==> src/rtl/cpu_fetch_queue_pkg.sv <==
// Shared CPU fetch definitions: bus widths, reset vector and fetch FSM states.
package cpu_pkg;

    localparam int ADDR_W = 16;
    localparam int DATA_W = 8;

    localparam logic [ADDR_W-1:0] RESET_VECTOR = 16'hFFFC;

    typedef enum logic [1:0] {
        VEC_LO,
        VEC_HI,
        VEC_WAIT,
        RUN
    } fetch_state_t;

    typedef struct packed {
        logic [ADDR_W-1:0] pc;
        logic [DATA_W-1:0] data;
    } fetch_entry_t;

endpackage

==> src/rtl/cpu_fetch_queue_fifo.sv <==
// Prefetch queue of {pc, byte} entries with flush; head output holds its last
// value while the queue is empty.
module fetch_fifo
    import cpu_pkg::*;
#(
    parameter int DEPTH = 4
)
(
    input  logic                     clk,
    input  logic                     reset,
    input  logic                     push,
    input  logic                     pop,
    input  logic                     flush,
    input  fetch_entry_t             wdata,
    output fetch_entry_t             rdata,
    output logic [$clog2(DEPTH):0]   count
);

    localparam int AW = $clog2(DEPTH);
    localparam logic [AW:0] FULL = (AW+1)'(DEPTH);

    fetch_entry_t      mem [DEPTH];
    fetch_entry_t      hold;
    logic [AW-1:0]     wr_ptr;
    logic [AW-1:0]     rd_ptr;
    logic              do_push;
    logic              do_pop;
    logic              not_empty;

    assign not_empty = (count != '0);
    assign do_push   = push && (count < FULL);
    assign do_pop    = pop && not_empty;
    assign rdata     = not_empty ? mem[rd_ptr] : hold;

    always_ff @(posedge clk or posedge reset) begin
        if (reset) begin
            for (int i = 0; i < DEPTH; i++) begin
                mem[i] <= '0;
            end
            wr_ptr <= '0;
            rd_ptr <= '0;
            count  <= '0;
            hold   <= '0;
        end else begin
            // Track the visible head so it stays put once the queue drains.
            if (not_empty) begin
                hold <= mem[rd_ptr];
            end
            if (flush) begin
                wr_ptr <= '0;
                rd_ptr <= '0;
                count  <= '0;
            end else begin
                if (do_push) begin
                    mem[wr_ptr] <= wdata;
                    wr_ptr      <= wr_ptr + AW'(1);
                end
                if (do_pop) begin
                    rd_ptr <= rd_ptr + AW'(1);
                end
                case ({do_push, do_pop})
                    2'b10:   count <= count + (AW+1)'(1);
                    2'b01:   count <= count - (AW+1)'(1);
                    default: ;
                endcase
            end
        end
    end

endmodule

==> src/rtl/cpu_fetch_queue.sv <==
// Instruction-byte fetch stage: loads the reset vector, then prefetches bytes
// into a small queue for decode. Optional push counter under FETCH_COUNT_EN.
//
// state    | meaning
// VEC_LO   | read vector low byte
// VEC_HI   | read vector high byte, capture low byte
// VEC_WAIT | capture high byte
// RUN      | stream bytes from fetch_pc into the queue
module cpu_fetch_queue
    import cpu_pkg::*;
#(
    parameter int                DEPTH       = 4,
    parameter logic [ADDR_W-1:0] VECTOR_ADDR = RESET_VECTOR
)
(
    input  logic              clk,
    input  logic              reset,
    output logic              mem_rd,
    output logic [ADDR_W-1:0] mem_addr,
    input  logic [DATA_W-1:0] mem_rdata,
    output logic              ir_valid,
    output logic [DATA_W-1:0] ir_byte,
    output logic [ADDR_W-1:0] ir_pc,
    input  logic              ir_ready,
    input  logic              redirect,
    input  logic [ADDR_W-1:0] redirect_pc
`ifdef FETCH_COUNT_EN
    ,
    output logic [ADDR_W-1:0] fetch_count
`endif
);

    localparam int CW = $clog2(DEPTH) + 1;
    localparam logic [CW-1:0] DEPTH_C = CW'(DEPTH);

    fetch_state_t      state;
    logic [ADDR_W-1:0] fetch_pc;
    logic [ADDR_W-1:0] inflight_pc;
    logic              inflight;
    logic [CW-1:0]     count;
    logic              run;
    logic              kill;
    logic              issue;
    logic              push;
    logic              pop;
    logic              rd_c;
    logic [ADDR_W-1:0] addr_c;
    fetch_entry_t      wentry;
    fetch_entry_t      head;

    assign run   = (state == RUN);
    assign kill  = run && redirect;
    // Credits count queued plus in-flight bytes, so a full queue can never overflow.
    assign issue = run && !redirect && ((count + CW'(inflight)) < DEPTH_C);
    assign push  = inflight && !kill;
    assign pop   = ir_valid && ir_ready;

    assign wentry.pc   = inflight_pc;
    assign wentry.data = mem_rdata;

    fetch_fifo #(.DEPTH(DEPTH)) u_fifo (
        .clk   (clk),
        .reset (reset),
        .push  (push),
        .pop   (pop),
        .flush (kill),
        .wdata (wentry),
        .rdata (head),
        .count (count)
    );

    assign ir_valid = run && (count != '0);
    assign ir_byte  = head.data;
    assign ir_pc    = head.pc;

    always_comb begin
        rd_c   = 1'b0;
        addr_c = '0;
        case (state)
            VEC_LO: begin
                rd_c   = 1'b1;
                addr_c = VECTOR_ADDR;
            end
            VEC_HI: begin
                rd_c   = 1'b1;
                addr_c = VECTOR_ADDR + ADDR_W'(1);
            end
            RUN: begin
                rd_c   = issue;
                addr_c = fetch_pc;
            end
            default: ;
        endcase
    end

    // Reset forces the bus idle immediately, not just at the next edge.
    assign mem_rd   = rd_c && !reset;
    assign mem_addr = reset ? '0 : addr_c;

    always_ff @(posedge clk or posedge reset) begin
        if (reset) begin
            state       <= VEC_LO;
            fetch_pc    <= '0;
            inflight_pc <= '0;
            inflight    <= 1'b0;
        end else begin
            case (state)
                VEC_LO: state <= VEC_HI;
                VEC_HI: begin
                    fetch_pc[DATA_W-1:0] <= mem_rdata;
                    state                <= VEC_WAIT;
                end
                VEC_WAIT: begin
                    fetch_pc[ADDR_W-1:DATA_W] <= mem_rdata;
                    state                     <= RUN;
                end
                RUN: begin
                    if (redirect) begin
                        fetch_pc <= redirect_pc;
                        inflight <= 1'b0;
                    end else begin
                        inflight <= issue;
                        if (issue) begin
                            inflight_pc <= fetch_pc;
                            fetch_pc    <= fetch_pc + ADDR_W'(1);
                        end
                    end
                end
                default: state <= VEC_LO;
            endcase
        end
    end

`ifdef FETCH_COUNT_EN
    always_ff @(posedge clk or posedge reset) begin
        if (reset) begin
            fetch_count <= '0;
        end else if (push) begin
            fetch_count <= fetch_count + ADDR_W'(1);
        end
    end
`endif

endmodule

==> config.mk <==
export PLATFORM = sky130hd
export DESIGN_NAME = cpu_fetch_queue
export DESIGN_NICKNAME = d
export VERILOG_FILES = /design/src/rtl/cpu_fetch_queue_pkg.sv /design/src/rtl/cpu_fetch_queue_fifo.sv /design/src/rtl/cpu_fetch_queue.sv
export SDC_FILE = /design/constraint.sdc
export NUM_CORES = 1
export LEC_CHECK = 0
export ABC_AREA = 0
export BUFFER_PORTS_ARGS = -buffer_cell sky130_fd_sc_hd__buf_2
export CAP_MARGIN = 10
export CORE_MARGIN = 3
export CORE_UTILIZATION = 59
export CTS_BUF_LIST = sky130_fd_sc_hd__clkbuf_16
export DETAILED_ROUTE_END_ITERATION = 8
export GPL_TIMING_DRIVEN = 0
export PLACE_DENSITY = 0.79
export SLEW_MARGIN = 20
export SYNTH_ARGS = -nofsm -noshare
export SYNTH_HDL_FRONTEND = slang
export SYNTH_SLANG_ARGS = --single-unit
export TNS_END_PERCENT = 10
==> constraint.sdc <==
create_clock -name clk -period 10.1 [get_ports clk]
set_input_delay 2.02 -clock clk [delete_from_list [all_inputs] [get_ports clk]]
set_output_delay 2.02 -clock clk [all_outputs]
set_load 0.005 [all_outputs]
==> key figures, run 1 <==
Run status
  • Status: complete, no violations

Layout
  • Most common cell after layout, fill and taps aside: dfrtp_1
  • Diode count: 0
  • Layout Utilization: 70.1%
  • FILL cells: 882
  • Post-route insts no fill: 855
  • Area grow syn2layout: 15.2%
  • Most frequent cells in the layout: dfrtp_1 (162), mux2_2 (137), buf_2 (84)
  • Post-layout nets: ~700
  • Share of post-route cells with drive strength above 1: 43.5%

Yosys
  • EDFF count, synth: 0
  • Ys Warns: 0
  • Synth Cell Area: 0.00778 mm²
  • Register area share after synthesis: 52.1%
  • Synth area leader: dfrtp_1
  • Main synth FF type: dfrtp_1
  • Post-synth ARST share: 100%
  • Register bit count reported by yosys: 162
  • Synth top area share: roughly 52%
  • Post-Syn Instances: 582
  • Avg Inst Size Synth: 13.4 µm²
  • Largest cells by area after synthesis: dfrtp_1 (52%), mux2_2 (20%), mux4_2 (6.9%)
  • Syn Nets: 621
  • Unique cell type count in the Yosys netlist: 57

CTS
  • Cts hold-fix bufs: 0
  • CTS tree: built
  • Post_cts resized: 0
  • Worst-path clk slew: 0.06 ns
  • Num CTS Buffers: 17
  • Post-CTS Setup Inserts: 0
  • Clock root buffer: clkbuf_16
  • H-tree depth: 4
  • Clock latency on the worst-skew pair: 0.42 ns
  • CTS max path bufs: 2
  • Clk sinks: 162

Global routing
  • Number of global-route vias before repair: approximately 5.3k
  • Largest net degree at the start of global routing: 98
  • GRT Resource Usage Total: between 20% and 30%
  • Initial antenna violation count: 0
  • First-pass GRT wire length: 28,100 µm
  • Overflow after GRT: 0

STA
  • RSZ-0062 raised after global routing: false
  • Final period utilization: 57.0%
  • Fmax: 0.174 GHz
  • Max Slew Vio Count: 0
  • Clock skew: 0.00875 ns
  • Setup violations, final: 0
  • Relative slew margins: 47.3%
  • Tmin final: 5.76 ns
  • Final Hold Vio Count: 0
  • Slew @ Worst Pin: 0.790 ns
  • Final WS setup: 4.34 ns

Worst setup path
  • Worst Path Required: 8.08 ns
  • CP arrival: 3.74 ns
  • Critical path type: in2out
  • Endpoint type of the worst setup path: output pin
  • Crit start category: input pin
  • Crit Path Max Fanout: 97
  • R2R setup slack: 7.64 ns

Routing
  • Final WL: 17,300 µm
  • Post-DRT Antenna Nets: 0
  • Vias per inst: 6.10
  • Vias: around 5.2k
  • Remaining DRCs: 0
  • TritonRoute pass-1 iters: 5
  • Initial detailed-routing violation count: 470
  • Avg WL per Cell: 20.3 µm

Pwr
  • Clk network pwr share: 23.5%
  • P_int: 1.88 mW
  • Comb pwr share: 35.7%
  • Sequential share of power: 40.8%
  • Leakage: between 4 and 5 nW
  • Switch share: 31.5%
  • PwrDens: approximately 300 mW/mm²
  • Maximum vdd ir drop: 0.000152 V
  • Psw: 0.865 mW
  • Total power draw: ~2.7 mW

Die
  • Die ar.: 0.0146 mm²
  • Die height: between 100 and 150 µm
  • Row count: just over 40
  • # IOs: 70
  • Core ar.: 0.0128 mm²
  • Die X-Extent: 121 µm
  • Initial core utilization: 60.9%

Placement
  • Routability cong.: 0.938
  • Port bufs: 68
  • # placed instances: 823
  • Post-DP HPWL: 12,400 µm
  • Setup Slack @ Placement: 4.30 ns

Job
  • Number of max-cap violations: 0

Min path
  • Worst hold path type: reg2reg
routing by layer:
layer  global-route usage (%)  wire (µm)  up-vias
met1                     34.6       7380     2663
met5                        0          0        -
met4                     7.93        383        0
met3                     5.00        869       31
li1                         -          -     2342
met2                     41.3       8690      177
worst paths after layout:
path / cells after the start / end / start
worst max-delay path: 6 / mem_addr[12] / reset
worst min-delay path: 1 / u_fifo.hold[17] / u_fifo.hold[17]
worst max register to register: 9 / u_fifo.count[2] / state[0]
worst min register to register: 1 / u_fifo.hold[17] / u_fifo.hold[17]
max in group asynchronous: 3 / u_fifo.hold[12] / reset
min in group asynchronous: 2 / u_fifo.mem[28] / reset
power groups by stage:
| stage | Clock, mW | Combinational [mW] | Sequential, mW |
|---|---|---|---|
| finish | 0.645 | 0.980 | 1.12 |
| global route | 0.685 | 1.08 | 1.15 |
| CTS | 0.656 | 0.995 | 1.11 |
| detailed placement | 0 | 0.989 | 1.12 |
| global placement | 0 | 0.948 | 1.10 |
| floorplan | 0 | 0.726 | 1.06 |
layout make-up:
class	instances	area, µm²	share of cell area (%)
timing repair buffer	69	368	4.11
buffer	41	246	2.75
tap	172	215	2.40
inverter	16	67.6	0.754
multi-input combinational	363	3420	38.1
clock buffer	17	425	4.75
clock inverter	15	166	1.86
sequential	162	4050	45.2
synth_stat cells (2+ instances only):
cell type / n
clkbuf_1: 9
o21ai_0: 18
nor2_1: 15
buf_1: 5
buf_2: 16
a21oi_1: 26
a211oi_1: 6
inv_1: 15
buf_6: 9
nor2b_1: 3
a2111oi_0: 5
mux2i_1: 2
a221oi_1: 10
and2_1: 2
nor3_1: 7
o31ai_1: 8
mux2_2: 137
nand4_1: 3
ha_1: 10
nand2_2: 5
xnor2_1: 3
or3b_1: 2
mux4_2: 24
nor4_1: 4
nand2_1: 22
o41ai_1: 2
or4_1: 2
nand2b_1: 5
and3_1: 5
a22o_1: 4
dfrtp_1: 162
a31oi_1: 4
a41o_1: 2
nand3_1: 7
critical path, cell delays in order:
cell and delay (ns):
buf_2 0.15, inv_8 0.48, o21ai_0 0.45, clkbuf_1 0.31, a21oi_1 0.18, buf_2 0.14
metrics by stage:
step	TNS, ns	instance area, µm²	hold WS, ns
2_1_floorplan	0	7780	0.474
3_3_place_gp	-12.33	8330	0.474
3_5_place_dp	0	8370	0.479
4_1_cts	0	8960	0.494
5_1_grt	0	8960	0.499
6_report	0	8960	0.490
cell families (layout without fill, tap and decap cells):
group / after synthesis / count (layout) / share of synthesized area, %
AOI/OAI and AO/OA: 93 / 93 / 8.01
xor gates and xnor gates: 4 / 4 / 0.451
adders and majority gates: 11 / 11 / 1.87
buffers and inverters: 57 / 158 / 3.94
DFF: 162 / 162 / 52.1
muxes: 164 / 164 / 27.3
and+or+nand+nor: 91 / 91 / 6.27
registers in the layout, summed over array words and instances, names as in the netlist:
signal         count
u_fifo.wr_ptr      2
inflight           1
fetch_pc          16
u_fifo.count       3
u_fifo.hold       24
u_fifo.mem        96
inflight_pc       16
u_fifo.rd_ptr      2
state              2
No activity file was read; power rests on OpenSTA's default activity.
==> inputs of run 2 (changes only) <==
==> constraint.sdc (replaced) <==
create_clock -name clk -period 5.6 [get_ports clk]
set_input_delay 1.12 -clock clk [delete_from_list [all_inputs] [get_ports clk]]
set_output_delay 1.12 -clock clk [all_outputs]
set_load 0.005 [all_outputs]
==> run 2 against run 1 <==
Against the previous run: cell count increased by 0.35%; register-to-register slack worse by 4.5 ns; power rose by 82%; worst hold slack better by 0.0037 ns.
==> key figures, run 2 (synthesized netlist as in run 1, its figures left out) <==
Pwr
  • Maximum vdd ir drop: 0.000307 V (+100%)
  • Leakage: 4.13 nW (+0.92%)
  • PwrDens: 552 mW/mm² (+80%)

CTS
  • CTS max path bufs: 2 (unchanged)
  • Post-CTS Setup Inserts: 0 (unchanged)
  • Post_cts resized: 0 (unchanged)
  • Clock latency on the worst-skew pair: 0.43 ns (about the same)
  • CTS tree: built
  • Cts hold-fix bufs: 0 (unchanged)
  • H-tree depth: 4 (unchanged)
  • Clk sinks: 162 (unchanged)
  • Clock root buffer: clkbuf_16
  • Worst-path clk slew: 0.06 ns (about the same)
  • Num CTS Buffers: 17 (unchanged)

Worst setup path
  • Endpoint type of the worst setup path: output pin
  • CP arrival: 2.87 ns (-0.87 ns)
  • Worst Path Required: 4.48 ns (-3.60 ns)
  • Crit start category: input pin
  • Critical path type: in2out
  • Crit Path Max Fanout: 10 (-90%)

Min path
  • Worst hold path type: reg2reg

Die
  • Die X-Extent: 121 µm (unchanged)
  • # IOs: 70 (unchanged)
  • Die ar.: 0.0146 mm² (unchanged)
  • Initial core utilization: 60.9% (unchanged)
  • Row count: 41 (unchanged)
  • Core ar.: 0.0128 mm² (unchanged)
  • Die height: 121 µm (unchanged)

STA
  • Fmax: 0.250 GHz
  • Final period utilization: 71.3%
  • Max Slew Vio Count: 0 (unchanged)
  • Final Hold Vio Count: 0 (unchanged)
  • Clock skew: 0.00739 ns (-0.00135 ns)
  • Final WS setup: 1.61 ns (-2.73 ns)
  • Relative slew margins: 41.2% (-6.1 points)
  • Setup violations, final: 0 (unchanged)
  • Slew @ Worst Pin: 0.882 ns (+0.0912 ns)
  • Tmin final: 3.99 ns
  • RSZ-0062 raised after global routing: false

Layout
  • Share of post-route cells with drive strength above 1: 43.7% (+0.25 points)
  • Largest register FFs: 96 (unchanged)
  • Layout Utilization: 70.7% (+0.59 points)
  • Most frequent cells in the layout: dfrtp_1 (162), mux2_2 (137), buf_2 (84)
  • Most flops, register: u_fifo.mem
  • Top flop regs: u_fifo.mem x96, u_fifo.hold x24
  • Post-layout nets: 713 (+0.56%)
  • Diode count: 0 (unchanged)
  • Area grow syn2layout: 16.2%
  • Most common cell after layout, fill and taps aside: dfrtp_1

Routing
  • TritonRoute pass-1 iters: 5 (unchanged)
  • Final WL: 18,200 µm (+5.3%)
  • Remaining DRCs: 0 (unchanged)
  • Initial detailed-routing violation count: 455 (-3.2%)
  • Vias per inst: 6.15 (+0.93%)
  • Vias: 5,280 (+1.3%)
  • Avg WL per Cell: 21.3 µm (+4.9%)
  • Post-DRT Antenna Nets: 0 (unchanged)

Global routing
  • GRT Resource Usage Total: 26.6% (+1.3 points)
  • Overflow after GRT: 0 (unchanged)
  • Initial antenna violation count: 0 (unchanged)
  • First-pass GRT wire length: 29,300 µm (+4.5%)
  • Number of global-route vias before repair: 5,430 (+3.1%)
  • Largest net degree at the start of global routing: 36 (-63%)

Job
  • Number of max-cap violations: 0 (unchanged)

Run status
  • Status: complete, no violations

Placement
  • Port bufs: 68 (unchanged)
  • Routability cong.: 0.933 (-0.53%)
  • Setup Slack @ Placement: 1.63 ns (-2.67 ns)
  • Post-DP HPWL: 12,800 µm (+3.5%)
==> run 2: per-stage QoR <==
step | TNS, ns | total power [mW] | cell area [µm²] | hold WS, ns | cells
detailed placement | 0 | 3.82 | 8440 | 0.481 | 827
CTS | 0 | 5.02 | 9030 | 0.497 | 858
global route | 0 | 5.29 | 9030 | 0.505 | 858
finish | 0 | 4.99 | 9030 | 0.494 | 858
global placement | -22.18 | 3.70 | 8340 | 0.475 | 822
floorplan | 0 | 3.22 | 7780 | 0.474 | 582
==> run 2: worst max-delay path, stage by stage <==
cell	delay, ns
buf_2	0.18
nor2b_1	0.45
nand2_2	0.31
buf_2	0.31
a211oi_1	0.32
buf_2	0.18
==> run 2: routing by layer <==
layer | part of all wire, % | vias to the layer above | wire length (µm) | GRT usage, %
met4 | 2.5 | 0 | 456 | 10.5
met2 | 50 | 172 | 9170 | 42.9
met5 | 0 | - | 0 | 0
met3 | 4.9 | 32 | 888 | 4.63
met1 | 42 | 2727 | 7720 | 36.4
li1 | - | 2349 | - | -
==> run 2: where the power goes <==
group          internal (mW)  switching, mW
Combinational           1.00          0.768
Sequential              1.69          0.344
Clock                  0.733          0.449
Total                   3.43           1.56
==> run 2: final timing paths <==
| kind | start | end | slack [ns] | cells after the start |
|---|---|---|---|---|
| hold reg to reg | u_fifo.hold[8] | u_fifo.hold[8] | 0.49 | 1 |
| max in group asynchronous | reset | u_fifo.mem[46] | 4.14 | 4 |
| setup / recovery | redirect | mem_rd | 1.61 | 6 |
| setup reg to reg | state[0] | u_fifo.count[2] | 3.16 | 9 |
| hold / removal | u_fifo.hold[8] | u_fifo.hold[8] | 0.49 | 1 |
| min in group asynchronous | reset | u_fifo.mem[79] | 0.72 | 2 |
==> run 2: final cells by class <==
cell class | instances | area (µm²)
sequential | 162 | 4050
buffer | 41 | 248
fill | 870 | 3740
multi-input combinational | 363 | 3420
clock inverter | 14 | 171
inverter | 16 | 63.8
tap | 172 | 215
timing repair buffer | 73 | 440
clock buffer | 17 | 425
==> inputs of run 3 (changes only) <==
--- a/config.mk
+++ b/config.mk
@@ -9,11 +9,11 @@
 export BUFFER_PORTS_ARGS = -buffer_cell sky130_fd_sc_hd__buf_2
 export CAP_MARGIN = 10
 export CORE_MARGIN = 3
-export CORE_UTILIZATION = 59
+export CORE_UTILIZATION = 54
 export CTS_BUF_LIST = sky130_fd_sc_hd__clkbuf_16
 export DETAILED_ROUTE_END_ITERATION = 8
 export GPL_TIMING_DRIVEN = 0
-export PLACE_DENSITY = 0.79
+export PLACE_DENSITY = 0.76
 export SLEW_MARGIN = 20
 export SYNTH_ARGS = -nofsm -noshare
 export SYNTH_HDL_FRONTEND = slang
==> constraint.sdc (replaced) <==
create_clock -name clk -period 3.55 [get_ports clk]
set_input_delay 0.71 -clock clk [delete_from_list [all_inputs] [get_ports clk]]
set_output_delay 0.71 -clock clk [all_outputs]
set_load 0.005 [all_outputs]
==> run 3 against run 2 <==
Against the previous run: critical path depth increased by 1; flip-flop and latch count unchanged; via count increased by 0.13%; combinational power increased by 60%; first-iteration DRC count decreased by 9.5%; design area decreased by 0.82%; power increased by 53%; worst setup slack got worse by 1.5 ns; worst hold slack got worse by 0.16 ns; clock power increased by 35%; die area increased by 8.8%; utilization decreased by 6.7 points.
==> key figures, run 3 (synthesized netlist as in run 1, its figures left out) <==
Run status
  • Status: complete, no violations

STA
  • Max Slew Vio Count: 0 (unchanged)
  • Final WS setup: 0.101 ns (-1.51 ns)
  • Relative slew margins: 45.8% (+4.6 points)
  • Final period utilization: about 100%
  • Final Hold Vio Count: 0 (unchanged)
  • Fmax: 0.290 GHz
  • Setup violations, final: 0 (unchanged)
  • Tmin final: 3.45 ns
  • Slew @ Worst Pin: 0.813 ns (-0.0688 ns)
  • Clock skew: 0.00582 ns (-0.00158 ns)
  • RSZ-0062 raised after global routing: false

Layout
  • Diode count: 0 (unchanged)
  • Area grow syn2layout: 15.2%
  • Top flop regs: u_fifo.mem x96, u_fifo.hold x24
  • FILL cells: 1,076 (+24%)
  • Fin area: 0.00896 mm² (-0.82%)
  • Layout Utilization: 64.1% (-6.7 points)
  • Most flops, register: u_fifo.mem
  • Share of post-route cells with drive strength above 1: 43.7% (unchanged)
  • Largest register FFs: 96 (unchanged)
  • Post-layout nets: 713 (unchanged)
  • Most frequent cells in the layout: dfrtp_1 (162), mux2_2 (137), buf_2 (84)
  • Most common cell after layout, fill and taps aside: dfrtp_1
  • Post-route insts no fill: 866 (+0.93%)

Pwr
  • Leakage: 4.09 nW (-1.0%)
  • PwrDens: 851 mW/mm² (+54%)
  • Clk network pwr share: 20.9% (-2.8 points)
  • Maximum vdd ir drop: 0.000412 V (+34%)
  • Psw: 2.50 mW (+60%)
  • P_int: 5.13 mW (+50%)
  • Comb pwr share: 37.2% (+1.7 points)
  • Switch share: 32.8% (+1.5 points)
  • Sequential share of power: 41.9% (+1.1 points)

Global routing
  • Initial antenna violation count: 0 (unchanged)
  • Overflow after GRT: 0 (unchanged)
  • First-pass GRT wire length: 30,400 µm (+3.8%)
  • GRT Resource Usage Total: 24.7% (-2.0 points)
  • Largest net degree at the start of global routing: 37 (+2.8%)
  • Number of global-route vias before repair: 5,721 (+5.4%)

Routing
  • Post-DRT Antenna Nets: 0 (unchanged)
  • Avg WL per Cell: 21.5 µm (+0.98%)
  • Final WL: 18,600 µm (+1.9%)
  • TritonRoute pass-1 iters: 5 (unchanged)
  • Remaining DRCs: 0 (unchanged)
  • Initial detailed-routing violation count: 412 (-9.5%)
  • Vias per inst: 6.11 (-0.79%)
  • Vias: 5,287 (+0.13%)

Die
  • Row count: 43 (+4.9%)
  • Initial core utilization: 55.6% (-5.3 points)
  • Die X-Extent: 126 µm (+4.3%)
  • # IOs: 70 (unchanged)
  • Core ar.: 0.0140 mm² (+9.5%)
  • Die height: 126 µm (+4.3%)
  • Die ar.: 0.0159 mm² (+8.8%)

CTS
  • Clock root buffer: clkbuf_16
  • Cts hold-fix bufs: 0 (unchanged)
  • CTS tree: built
  • Num CTS Buffers: 17 (unchanged)
  • Clk sinks: 162 (unchanged)
  • Post-CTS Setup Inserts: 0 (unchanged)
  • H-tree depth: 4 (unchanged)
  • Worst-path clk slew: 0.06 ns (about the same)
  • Post_cts resized: 1 (+1)
  • Clock latency on the worst-skew pair: 0.43 ns (about the same)
  • CTS max path bufs: 2 (unchanged)

Worst setup path
  • Worst r2r dst: u_fifo.count[2]
  • Worst reg2reg path depth: 9 (unchanged)
  • Reg-to-Reg Start: state[0]
  • Endpoint type of the worst setup path: output pin
  • Worst Path Required: 2.84 ns (-1.64 ns)
  • Critical path's most frequent cell: buf_2
  • CP cell instances: ha_1, buf_2, nor2b_2, nand2_2, buf_2, a211oi_1, buf_2
  • CP arrival: 2.74 ns (-0.13 ns)
  • Crit start category: register
  • Buf/Inv on CP: 3 (unchanged)
  • Crit Path Max Fanout: 10 (unchanged)
  • Critical path type: reg2out
  • CP max-delay cell: dfrtp_1
  • Top delay family on crit path: buffers and inverters
  • R2R setup slack: 1.08 ns (-2.08 ns)
  • Crit path largest cell delay: 0.43 ns (-0.02 ns)

Min path
  • Worst hold path type: in2async

Placement
  • Setup Slack @ Placement: 0.372 ns (-1.26 ns)
  • Post-DP HPWL: 13,300 µm (+3.6%)
  • Port bufs: 68 (unchanged)
  • # placed instances: 835 (+0.97%)
  • Post-DP Area: 0.00846 mm² (+0.21%)
  • Routability cong.: 0.932 (about the same)

Job
  • Number of max-cap violations: 0 (unchanged)
run 3: cell types whose count changed in the layout (fill, tap and decap cells not counted), sizes merged:
cell | previous run | this run
inv | 15 | 18
bufinv | 4 | 0
clkinvlp | 2 | 5
clkinv | 9 | 7
run 3: worst max-delay path by stage:
stage | from | to | cells past startpoint
final | state[0] | mem_rd | 7
after global routing | state[0] | mem_rd | 7
after CTS | state[0] | mem_rd | 7
after detailed placement | reset | mem_addr[12] | 7
after global placement | reset | mem_addr[12] | 6
after floorplan | reset | mem_addr[10] | 4
run 3: power groups by stage:
stage / Sequential (mW) / Clock [mW] / Combinational [mW]
after global routing: 3.29 / 1.70 / 3.11
after CTS: 3.19 / 1.62 / 2.88
after detailed placement: 3.21 / 0 / 2.86
after floorplan: 3.02 / 0 / 2.07
final: 3.20 / 1.59 / 2.84
after global placement: 3.13 / 0 / 2.72
run 3: layout make-up:
class / instances / area (µm²) / area share (%)
repair buffers: 73 / 448 / 5.00
clock buffers: 17 / 425 / 4.75
flip-flops and latches: 162 / 4050 / 45.2
inverters: 16 / 63.8 / 0.712
clock inverters: 14 / 77.6 / 0.866
well taps: 180 / 225 / 2.51
plain buffers: 41 / 248 / 2.76
multi-input cells: 363 / 3420 / 38.2
run 3: worst reg2reg max path, delay by kind of cell (launching register included):
family / cells / cell delay (ns)
simple gates: 2 / 0.47
compound gates: 3 / 0.49
fa+ha+maj: 2 / 0.65
flops: 1 / 0.44
buf+inv: 2 / 0.35
run 3: through the flow:
step	setup TNS [ns]	hold slack, ns	total power, mW
final	0	0.331	7.63
after global routing	0	0.350	8.10
after CTS	0	0.326	7.69
after detailed placement	0	0.481	6.08
after global placement	-64.64	0.476	5.85
after floorplan	-16.62	0.474	5.09
run 3: metal layers:
metal  GRT usage (%)  part of all wire [%]  up-vias
met4            10.4                   3.2        0
met3            5.05                   4.5       39
met5               0                     0        -
met1            32.2                    41     2733
met2            40.5                    51      160
li1                -                     -     2355
